**config.mk**
```make
export PLATFORM = sky130hd
export DESIGN_NAME = jtframe_sdram_arb_flat
export DESIGN_NICKNAME = d
export VERILOG_FILES = /design/src/rtl/jtframe_sdram_arb_if.sv /design/src/rtl/jtframe_sdram_arb.sv /design/src/flat_wrapper.sv
export SDC_FILE = /design/constraint.sdc
export NUM_CORES = 1
export LEC_CHECK = 0
export CAP_MARGIN = 5
export CORE_UTILIZATION = 38
export CTS_CLUSTER_DIAMETER = 120
export DETAILED_ROUTE_END_ITERATION = 7
export HOLD_SLACK_MARGIN = 0.05
export PLACE_DENSITY_LB_ADDON = 0.3
export RECOVER_POWER = 25
export SLEW_MARGIN = 30
export SYNTH_ARGS = -nofsm -noshare
export SYNTH_HDL_FRONTEND = slang
export SYNTH_SLANG_ARGS = --single-unit
```
**constraint.sdc**
```tcl
create_clock -name clk -period 2.7 [get_ports clk]
set_input_delay 0.81 -clock clk [delete_from_list [all_inputs] [get_ports clk]]
set_output_delay 0.81 -clock clk [all_outputs]
set_load 0.05 [all_outputs]
```
**src/rtl/jtframe_sdram_arb_if.sv**
```systemverilog
// Game-interface bus between the slot arbiter and the SDRAM controller.
// master = arbiter side, slave = controller side.
interface jtframe_sdram_arb_if;
    logic        read_req;
    logic [21:0] sdram_addr;
    logic [1:0]  sdram_bank;
    logic        sdram_rnw;
    logic [15:0] data_write;
    logic [1:0]  sdram_wrmask;
    logic        refresh_en;
    logic        sdram_ack;
    logic        data_rdy;
    logic [31:0] data_read;

    modport master (
        output read_req, sdram_addr, sdram_bank, sdram_rnw,
               data_write, sdram_wrmask, refresh_en,
        input  sdram_ack, data_rdy, data_read
    );

    modport slave (
        input  read_req, sdram_addr, sdram_bank, sdram_rnw,
               data_write, sdram_wrmask, refresh_en,
        output sdram_ack, data_rdy, data_read
    );
endinterface

```
**src/rtl/jtframe_sdram_arb.sv**
```systemverilog
// Four-slot round-robin arbiter in front of the SDRAM controller.
// Slot 0 is read/write work RAM, slots 1-3 are read-only ROM.
//
// state     | meaning
// ----------+-------------------------------------------------------------
// IDLE      | no transaction in flight; grant or allow refresh
// WAIT_ACK  | read_req high, request latched, waiting for sdram_ack
// WAIT_DATA | controller accepted; waiting for data_rdy to close the slot
module jtframe_sdram_arb #(
    parameter logic [1:0] BANK0 = 2'd0,
    parameter logic [1:0] BANK1 = 2'd1,
    parameter logic [1:0] BANK2 = 2'd2,
    parameter logic [1:0] BANK3 = 2'd3
) (
    input  logic                       clk,
    input  logic                       rst,
    input  logic                       downloading,
    input  logic [3:0]                 slot_req,
    input  logic [87:0]                slot_addr,
    input  logic                       slot0_rnw,
    input  logic [15:0]                slot0_din,
    input  logic [1:0]                 slot0_wrmask,
    output logic [3:0]                 slot_ok,
    output logic [31:0]                slot_dout,
    jtframe_sdram_arb_if.master        sdram
);
    typedef enum logic [1:0] {IDLE, WAIT_ACK, WAIT_DATA} state_t;

    state_t      state_q, state_d;
    logic [1:0]  last_q, last_d;
    logic [1:0]  cur_q, cur_d;
    logic        read_req_q, read_req_d;
    logic [21:0] addr_q, addr_d;
    logic [1:0]  bank_q, bank_d;
    logic        rnw_q, rnw_d;
    logic [15:0] wdata_q, wdata_d;
    logic [1:0]  wrmask_q, wrmask_d;
    logic        refresh_q, refresh_d;
    logic [3:0]  ok_q, ok_d;
    logic [31:0] dout_q, dout_d;

    logic [3:0][21:0] addr_v;
    logic             grant_vld;
    logic [1:0]       grant_idx;
    logic [1:0]       cand;

    assign addr_v = slot_addr;

    function automatic logic [1:0] bank_of(input logic [1:0] s);
        case (s)
            2'd0:    bank_of = BANK0;
            2'd1:    bank_of = BANK1;
            2'd2:    bank_of = BANK2;
            default: bank_of = BANK3;
        endcase
    endfunction

    // Round-robin search starting just after the last winner.
    always_comb begin
        grant_vld = 1'b0;
        grant_idx = last_q;
        cand      = last_q;
        for (int i = 1; i <= 4; i++) begin
            cand = last_q + 2'(i);
            if (!grant_vld && slot_req[cand]) begin
                grant_vld = 1'b1;
                grant_idx = cand;
            end
        end
    end

    // Next-state and registered-output logic.
    always_comb begin
        state_d    = state_q;
        last_d     = last_q;
        cur_d      = cur_q;
        read_req_d = read_req_q;
        addr_d     = addr_q;
        bank_d     = bank_q;
        rnw_d      = rnw_q;
        wdata_d    = wdata_q;
        wrmask_d   = wrmask_q;
        refresh_d  = 1'b0;
        ok_d       = 4'b0000;
        dout_d     = dout_q;
        case (state_q)
            IDLE: begin
                refresh_d = ~|slot_req & ~downloading;
                if (!downloading && grant_vld) begin
                    addr_d = addr_v[grant_idx];
                    bank_d = bank_of(grant_idx);
                    if (grant_idx == 2'd0) begin
                        rnw_d    = slot0_rnw;
                        wdata_d  = slot0_din;
                        wrmask_d = slot0_wrmask;
                    end else begin
                        rnw_d    = 1'b1;
                        wrmask_d = 2'b00;
                    end
                    read_req_d = 1'b1;
                    cur_d      = grant_idx;
                    last_d     = grant_idx;
                    state_d    = WAIT_ACK;
                end
            end
            WAIT_ACK: begin
                // A data_rdy coinciding with ack is ignored; data follows later.
                if (sdram.sdram_ack) begin
                    read_req_d = 1'b0;
                    state_d    = WAIT_DATA;
                end
            end
            WAIT_DATA: begin
                if (sdram.data_rdy) begin
                    dout_d  = sdram.data_read;
                    ok_d    = 4'(4'b0001 << cur_q);
                    state_d = IDLE;
                end
            end
            default: state_d = IDLE;
        endcase
    end

    // State and output registers with synchronous reset.
    always_ff @(posedge clk) begin
        if (rst) begin
            state_q    <= IDLE;
            last_q     <= 2'd3;
            cur_q      <= 2'd0;
            read_req_q <= 1'b0;
            addr_q     <= 22'd0;
            bank_q     <= 2'd0;
            rnw_q      <= 1'b1;
            wdata_q    <= 16'd0;
            wrmask_q   <= 2'b00;
            refresh_q  <= 1'b0;
            ok_q       <= 4'b0000;
            dout_q     <= 32'd0;
        end else begin
            state_q    <= state_d;
            last_q     <= last_d;
            cur_q      <= cur_d;
            read_req_q <= read_req_d;
            addr_q     <= addr_d;
            bank_q     <= bank_d;
            rnw_q      <= rnw_d;
            wdata_q    <= wdata_d;
            wrmask_q   <= wrmask_d;
            refresh_q  <= refresh_d;
            ok_q       <= ok_d;
            dout_q     <= dout_d;
        end
    end

    assign sdram.read_req     = read_req_q;
    assign sdram.sdram_addr   = addr_q;
    assign sdram.sdram_bank   = bank_q;
    assign sdram.sdram_rnw    = rnw_q;
    assign sdram.data_write   = wdata_q;
    assign sdram.sdram_wrmask = wrmask_q;
    assign sdram.refresh_en   = refresh_q;
    assign slot_ok            = ok_q;
    assign slot_dout          = dout_q;
endmodule
```
**src/flat_wrapper.sv**
```systemverilog
// flat-port wrapper written by rule: the top's interface ports become plain ports
module jtframe_sdram_arb_flat 
#(
    parameter logic [1:0] BANK0 = 2'd0,
    parameter logic [1:0] BANK1 = 2'd1,
    parameter logic [1:0] BANK2 = 2'd2,
    parameter logic [1:0] BANK3 = 2'd3
)
  (clk, rst, downloading, slot_req, slot_addr, slot0_rnw, slot0_din, slot0_wrmask, slot_ok, slot_dout, sdram_read_req, sdram_sdram_addr, sdram_sdram_bank, sdram_sdram_rnw, sdram_data_write, sdram_sdram_wrmask, sdram_refresh_en, sdram_sdram_ack, sdram_data_rdy, sdram_data_read);
  jtframe_sdram_arb_if sdram_i ();
  input  logic clk;
  input  logic rst;
  input  logic downloading;
  input  logic [3:0] slot_req;
  input  logic [87:0] slot_addr;
  input  logic slot0_rnw;
  input  logic [15:0] slot0_din;
  input  logic [1:0] slot0_wrmask;
  output logic [3:0] slot_ok;
  output logic [31:0] slot_dout;
  output wire logic [$bits(sdram_i.read_req)-1:0] sdram_read_req;
  output wire logic [$bits(sdram_i.sdram_addr)-1:0] sdram_sdram_addr;
  output wire logic [$bits(sdram_i.sdram_bank)-1:0] sdram_sdram_bank;
  output wire logic [$bits(sdram_i.sdram_rnw)-1:0] sdram_sdram_rnw;
  output wire logic [$bits(sdram_i.data_write)-1:0] sdram_data_write;
  output wire logic [$bits(sdram_i.sdram_wrmask)-1:0] sdram_sdram_wrmask;
  output wire logic [$bits(sdram_i.refresh_en)-1:0] sdram_refresh_en;
  input wire logic [$bits(sdram_i.sdram_ack)-1:0] sdram_sdram_ack;
  input wire logic [$bits(sdram_i.data_rdy)-1:0] sdram_data_rdy;
  input wire logic [$bits(sdram_i.data_read)-1:0] sdram_data_read;
  assign sdram_read_req = sdram_i.read_req;
  assign sdram_sdram_addr = sdram_i.sdram_addr;
  assign sdram_sdram_bank = sdram_i.sdram_bank;
  assign sdram_sdram_rnw = sdram_i.sdram_rnw;
  assign sdram_data_write = sdram_i.data_write;
  assign sdram_sdram_wrmask = sdram_i.sdram_wrmask;
  assign sdram_refresh_en = sdram_i.refresh_en;
  assign sdram_i.sdram_ack = sdram_sdram_ack;
  assign sdram_i.data_rdy = sdram_data_rdy;
  assign sdram_i.data_read = sdram_data_read;
  jtframe_sdram_arb #(.BANK0(BANK0), .BANK1(BANK1), .BANK2(BANK2), .BANK3(BANK3)) u_core (.clk(clk), .rst(rst), .downloading(downloading), .slot_req(slot_req), .slot_addr(slot_addr), .slot0_rnw(slot0_rnw), .slot0_din(slot0_din), .slot0_wrmask(slot0_wrmask), .slot_ok(slot_ok), .slot_dout(slot_dout), .sdram(sdram_i));
endmodule
```
Word-level counts from Yosys, hierarchy flattened
Index checks and enable logic that the tools add are counted.

Multiplexer cells: 28. Bitwise operators: 5. Equality and inequality tests: 7. $add $sub $neg: 3. Divide/modulo/power cells: 0. Reductions and logical operators: 20. Order comparisons: 5. $mul: 0. Shift operators: 1.

Operators by type and width (number): binary-select mux 22 bit (select 2 bit) (1); two-way mux 22 bit (1); two-way mux 2 bit (8); < comparator 2 x 3 -> 1 bit, second input constant (5); case mux 2 bit (3 select lines) (2); two-way mux 1 bit (11); AND reduction 3 bit (3); binary-select mux 1 bit (select 2 bit) (4); logical NOT 1 bit (5); adder 2 bit, second input constant (2); == test 2 x 1 -> 1 bit, second input constant (2); == test 2 bit, second input constant (2); logical AND 1 bit (4); logical NOT 2 bit (2); inequality test 2 bit, second input constant (2); inverter 1 bit (4); AND reduction 2 bit (2); OR reduction 4 bit (1); << shifter 1 x 2 -> 4 bit, first input constant (1); OR reduction 3 bit (1); adder 2 x 1 -> 2 bit, second input constant (1); inequality test 2 x 1 -> 1 bit, second input constant (1); case mux 1 bit (2 select lines) (1); nonzero test 2 bit (1); other kinds (2) (2).

Memory bits (read-only): 0. Bits in latches: 0. Output and inout port bits: 81. Bits of input ports: 148. Bits in registers: 87. Bits in writable memories: 0. Memories: 0.

Longest topological paths before layout
Depth in word-level cells: 16. Depth in mapped cells: 9. Gate-level depth less buffers: 5.

Worst setup path after synthesis
No wires, ideal clock.

Kind: input-to-reg. Start: in rst. End: reg u_core.addr_q[4] (netlist: u_core.sdram.sdram_addr[4]). Required time: 2.621 ns. Stages on the path: 7. Arrival time: 2.183 ns. Slack: 0.438 ns. Library setup time: 0.079 ns. Path through: buf_2 -> or4_4 -> nor2_8 -> buf_6 -> nand3_1 -> mux2_2 -> o211ai_1.

RTL lines: from (decl) (line flat_wrapper.sv:12) `input logic rst;`; to (signal assigned) (line jtframe_sdram_arb.sv:144) `addr_q <= addr_d;`; to (decl) (line jtframe_sdram_arb.sv:33) `logic [21:0] addr_q, addr_d;`.

Worst setup path in the final report
Start: in slot_req[1]. End: reg u_core.wdata_q[14] (netlist: u_core.sdram.data_write[14]).

Word-level cells in the longest chain between the ends: 14. Elaborated cells between the ends (all ways): 25.

Ends and longest elaborated chain: from (decl) (line flat_wrapper.sv:14) `input logic [3:0] slot_req;`; binary-select mux 1 bit (select 2 bit) (line jtframe_sdram_arb.sv:65) `if (!grant_vld && slot_req[cand]) begin`; two-way mux 1 bit (implied by the code) (line jtframe_sdram_arb.sv:65); two-way mux 1 bit (line jtframe_sdram_arb.sv:65); logical NOT 1 bit (line jtframe_sdram_arb.sv:65); logical AND 1 bit (line jtframe_sdram_arb.sv:65); two-way mux 1 bit (line jtframe_sdram_arb.sv:65); logical NOT 1 bit (line jtframe_sdram_arb.sv:65); logical AND 1 bit (line jtframe_sdram_arb.sv:65); two-way mux 1 bit (line jtframe_sdram_arb.sv:65); logical NOT 1 bit (line jtframe_sdram_arb.sv:65); logical AND 1 bit (line jtframe_sdram_arb.sv:65); two-way mux 2 bit / two-way mux 1 bit (equally long branches) (line jtframe_sdram_arb.sv:65); logical NOT 2 bit / logical AND 1 bit (equally long branches) (line jtframe_sdram_arb.sv:92, jtframe_sdram_arb.sv:89); AND reduction 3 bit (no source line) (*); to (signal assigned) (line jtframe_sdram_arb.sv:147) `wdata_q <= wdata_d;`; to (decl) (line jtframe_sdram_arb.sv:36) `logic [15:0] wdata_q, wdata_d;`.

Mark *: on every way between the ends. The rest lies on a longest branch, timed or not. The select of a mux whose other input is x is not followed. A chain may end at the register's enable or synchronous reset.

==> flow_metrics.py <==
metrics = {
    "place": {
        "port_buffers": 228,
        "post-place-cells": 801,
        "pre_cts_slack_ps": -161,
        "routabilityCongestion": 0.884,
        "placed_cell_area_um2": 6380,
        "dpl.hpwl_mm": 9.41,
    },
    "worst_setup_path": {
        "path_max_fanout": 24,
        "crit_arrival_ps": 2650,
        "crit_path_start_kind": "primary input",
        "crit_type": "primary input to register",
        "cpPeakStageDelay_ps": 510,
        "required_ps": 2880,
        "crit_chain": "clkdlybuf4s50_1 > mux2i_1 > nor2_1 > or3_2 > buf_4 > o21ai_0 > a21oi_1",
        "endpoint_kind": "register",
        "cpMaxStageDelayCell": "or3_2",
    },
    "clock_network": {
        "cts_tree": "yes",
        "numCtsBuffers": 9,
        "clk_latency_ps": 350,
        "cts.hold.buffers_added": 0,
        "cts_resized": 0,
        "cts_sinks": 86,
        "clk_pin_slew_ps": 90,
        "cts-root-buf": "clkbuf_8",
        "htree_levels": 3,
        "cts_buffer_depth": 2,
        "cts_setup_buffers": 0,
    },
    "floorplan": {
        "pin_count": 229,
        "die_w_um": 103,
        "rows": 36,
        "core_area_um2": 9860,
        "die_h_um": 103,
        "dieArea_um2": 10600,
        "start_util_pct": 39.4,
    },
    "final_layout": {
        "register_area_um2": 1720,
        "multiInputGateArea_um2": 1950,
        "layout-drive-gt1-share_pct": 9.37,
        "instances_no_fill": 816,
        "final.fill_count": 794,
        "num_antenna_cells": 0,
        "fin_area_um2": 6540,
        "utilization_pct": 66.3,
        "areaGrowthSynthToFinish_pct": 68.0,
        "layout.nets": 827,
    },
    "grt": {
        "grt_overflow": 0,
        "grt_pass1_wl_mm": 18.8,
        "antenna_found_initial": 0,
        "grt_pass1_vias": 4069,
        "track_usage_pct": 22.9,
        "grt_max_degree": 62,
    },
    "detailed_routing": {
        "ant_nets": 0,
        "vias": 4215,
        "first_iter_violations": 125,
        "vias_per_cell": 5.17,
        "wl_mm": 12.4,
        "first_pass_iters": 4,
        "drc": 0,
        "post_drt_wl_per_cell_um": 15.2,
    },
    "logic_synthesis": {
        "syn-num-nets": 610,
        "syn-mean-instance-area_um2": 8.42,
        "synth_area_um2": 3890,
        "ys.flop_type": "dfxtp_1",
        "synth_cell_types": 37,
        "synth-seq-cells": 86,
        "synth-async-reset-ratio_pct": 0,
        "synth_cells": 462,
        "synth_edf_count": 0,
        "yosysSeqAreaShare_pct": 44.2,
        "yosysWarningCount": 0,
    },
    "timing": {
        "slew_headroom_pct": 19.4,
        "hold_viol": 0,
        "fmax_mhz": 405,
        "clock_skew_ps": 14.1,
        "worst_slack_ps": 231,
        "setup-violations-final": 0,
        "fin_crit_sh_pct": 91.4,
        "rsz0062_at_grt": "no",
        "worst_pin_slew_ps": 1210,
        "min_period_ps": 2470,
        "drv_slew": 0,
    },
    "power_and_ir_drop": {
        "p_total_mw": 3.36,
        "sw_frac_of_total_pct": 32.6,
        "leakage_nw": 2.25,
        "p_seq_share_pct": 41.5,
        "ir_worst_vdd_mv": 0.313,
        "clockPowerShare_pct": 26.8,
        "power_density_nw_per_um2": 514,
        "power_frac_comb_pct": 31.7,
        "internal_power_mw": 2.26,
        "power.switching_mw": 1.09,
    },
    "outcome": {
        "status": "finished, final reports clean",
    },
    "job": {
        "maxCapViolations": 0,
    },
    "worst_hold_path": {
        "hp-class": "register to register",
    },
}
==> cell usage after synthesis, types with 2 or more instances <==
master	n	area (um^2)
o21ai_0	16	80.1
buf_2	10	50.1
o211ai_1	22	165
buf_6	4	45.0
nor2_1	12	45.0
nand3_1	60	300
clkbuf_1	21	78.8
inv_1	2	7.51
and3b_1	2	17.5
nand3b_1	2	15.0
nand2_1	94	353
a22o_1	2	17.5
or3_1	2	12.5
a21oi_1	55	275
nor3_1	5	25.0
buf_4	4	30.0
dfxtp_1	86	1720
mux2i_1	23	230
mux2_2	22	248
==> cells in the final DEF, fill, tap and decap left out, types with 2 or more instances in the layout <==
| cell | n |
|---|---|
| and3b_1 | 2 |
| nand2_1 | 94 |
| mux2i_1 | 23 |
| clkbuf_8 | 9 |
| clkinvlp_4 | 2 |
| nand3_1 | 60 |
| dlygate4sd3_1 | 2 |
| o21ai_0 | 16 |
| nor3_1 | 4 |
| nand3b_1 | 2 |
| inv_1 | 2 |
| nor3_2 | 2 |
| mux2_2 | 22 |
| o211ai_1 | 22 |
| a21oi_1 | 55 |
| buf_4 | 9 |
| dfxtp_1 | 86 |
| nor4_1 | 2 |
| buf_12 | 7 |
| nor2_1 | 12 |
| a22o_1 | 2 |
| clkdlybuf4s50_1 | 225 |
| clkbuf_2 | 2 |
==> stage by stage <==
stage / setup TNS, ps / hold WS, ps
after global placement: 0 / 441
after floorplan: 0 / 434
after global routing: 0 / 477
final: 0 / 458
after CTS: 0 / 459
after detailed placement: -2200 / 446
==> critical path, delay by kind of cell <==
family,cells,cell delay [ps]
compound gates,2,330
buf+inv,2,720
mux,1,180
simple gates,2,600
==> power groups by stage <==
stage,Sequential (mW),Clock [mW],Combinational (mW)
finish,1.39,0.900,1.06
global route,1.41,0.988,1.13
CTS,1.39,0.926,1.07
detailed placement,1.42,0,1.07
global placement,1.42,0,1.05
floorplan,1.66,0,0.339
==> metal layers <==
layer | track usage (%) | wire length (um)
met5 | 0 | 0
met4 | 9.43 | 395
met3 | 7.73 | 1030
met2 | 42.6 | 6360
met1 | 23.6 | 4630
==> path summary, 6_finish.rpt <==
check                           cells past startpoint  slack [ps]                 start                           to
worst max register to register                      6         630      u_core.last_q[1]  u_core.sdram.data_write[14]
worst min register to register                      2         460  u_core.slot_dout[18]         u_core.slot_dout[18]
worst min-delay path                                2         460  u_core.slot_dout[18]         u_core.slot_dout[18]
worst max-delay path                                7         230           slot_req[1]  u_core.sdram.data_write[14]
==> cell type report <==
cell class	count	area share [%]
Timing Repair Buffer	246	38.2
Multi-Input combinational cell	334	29.9
Sequential cell	86	26.3
Tap cell	133	2.55
Clock buffer	9	1.90
Clock inverter	6	1.07
Inverter	2	0.115
==> state kept, by name (all words and copies together), names as in the netlist, 2 cells and up <==
signal                     count
u_core.last_q                  2
u_core.slot_dout              32
u_core.state_q                 2
u_core.sdram.sdram_bank        2
u_core.slot_ok                 4
u_core.sdram.sdram_wrmask      2
u_core.sdram.sdram_addr       22
u_core.sdram.data_write       16
==> cell families after synthesis <==
logic type / after synthesis / synth area share [%]
AO/OA/AOI/OAI: 99 / 14.7
multiplexers: 45 / 12.3
flip-flops: 86 / 44.2
buffers and inverters: 42 / 5.56
AND/OR/NAND/NOR: 190 / 23.2
Note: power is estimated with default switching activity, not from simulation.
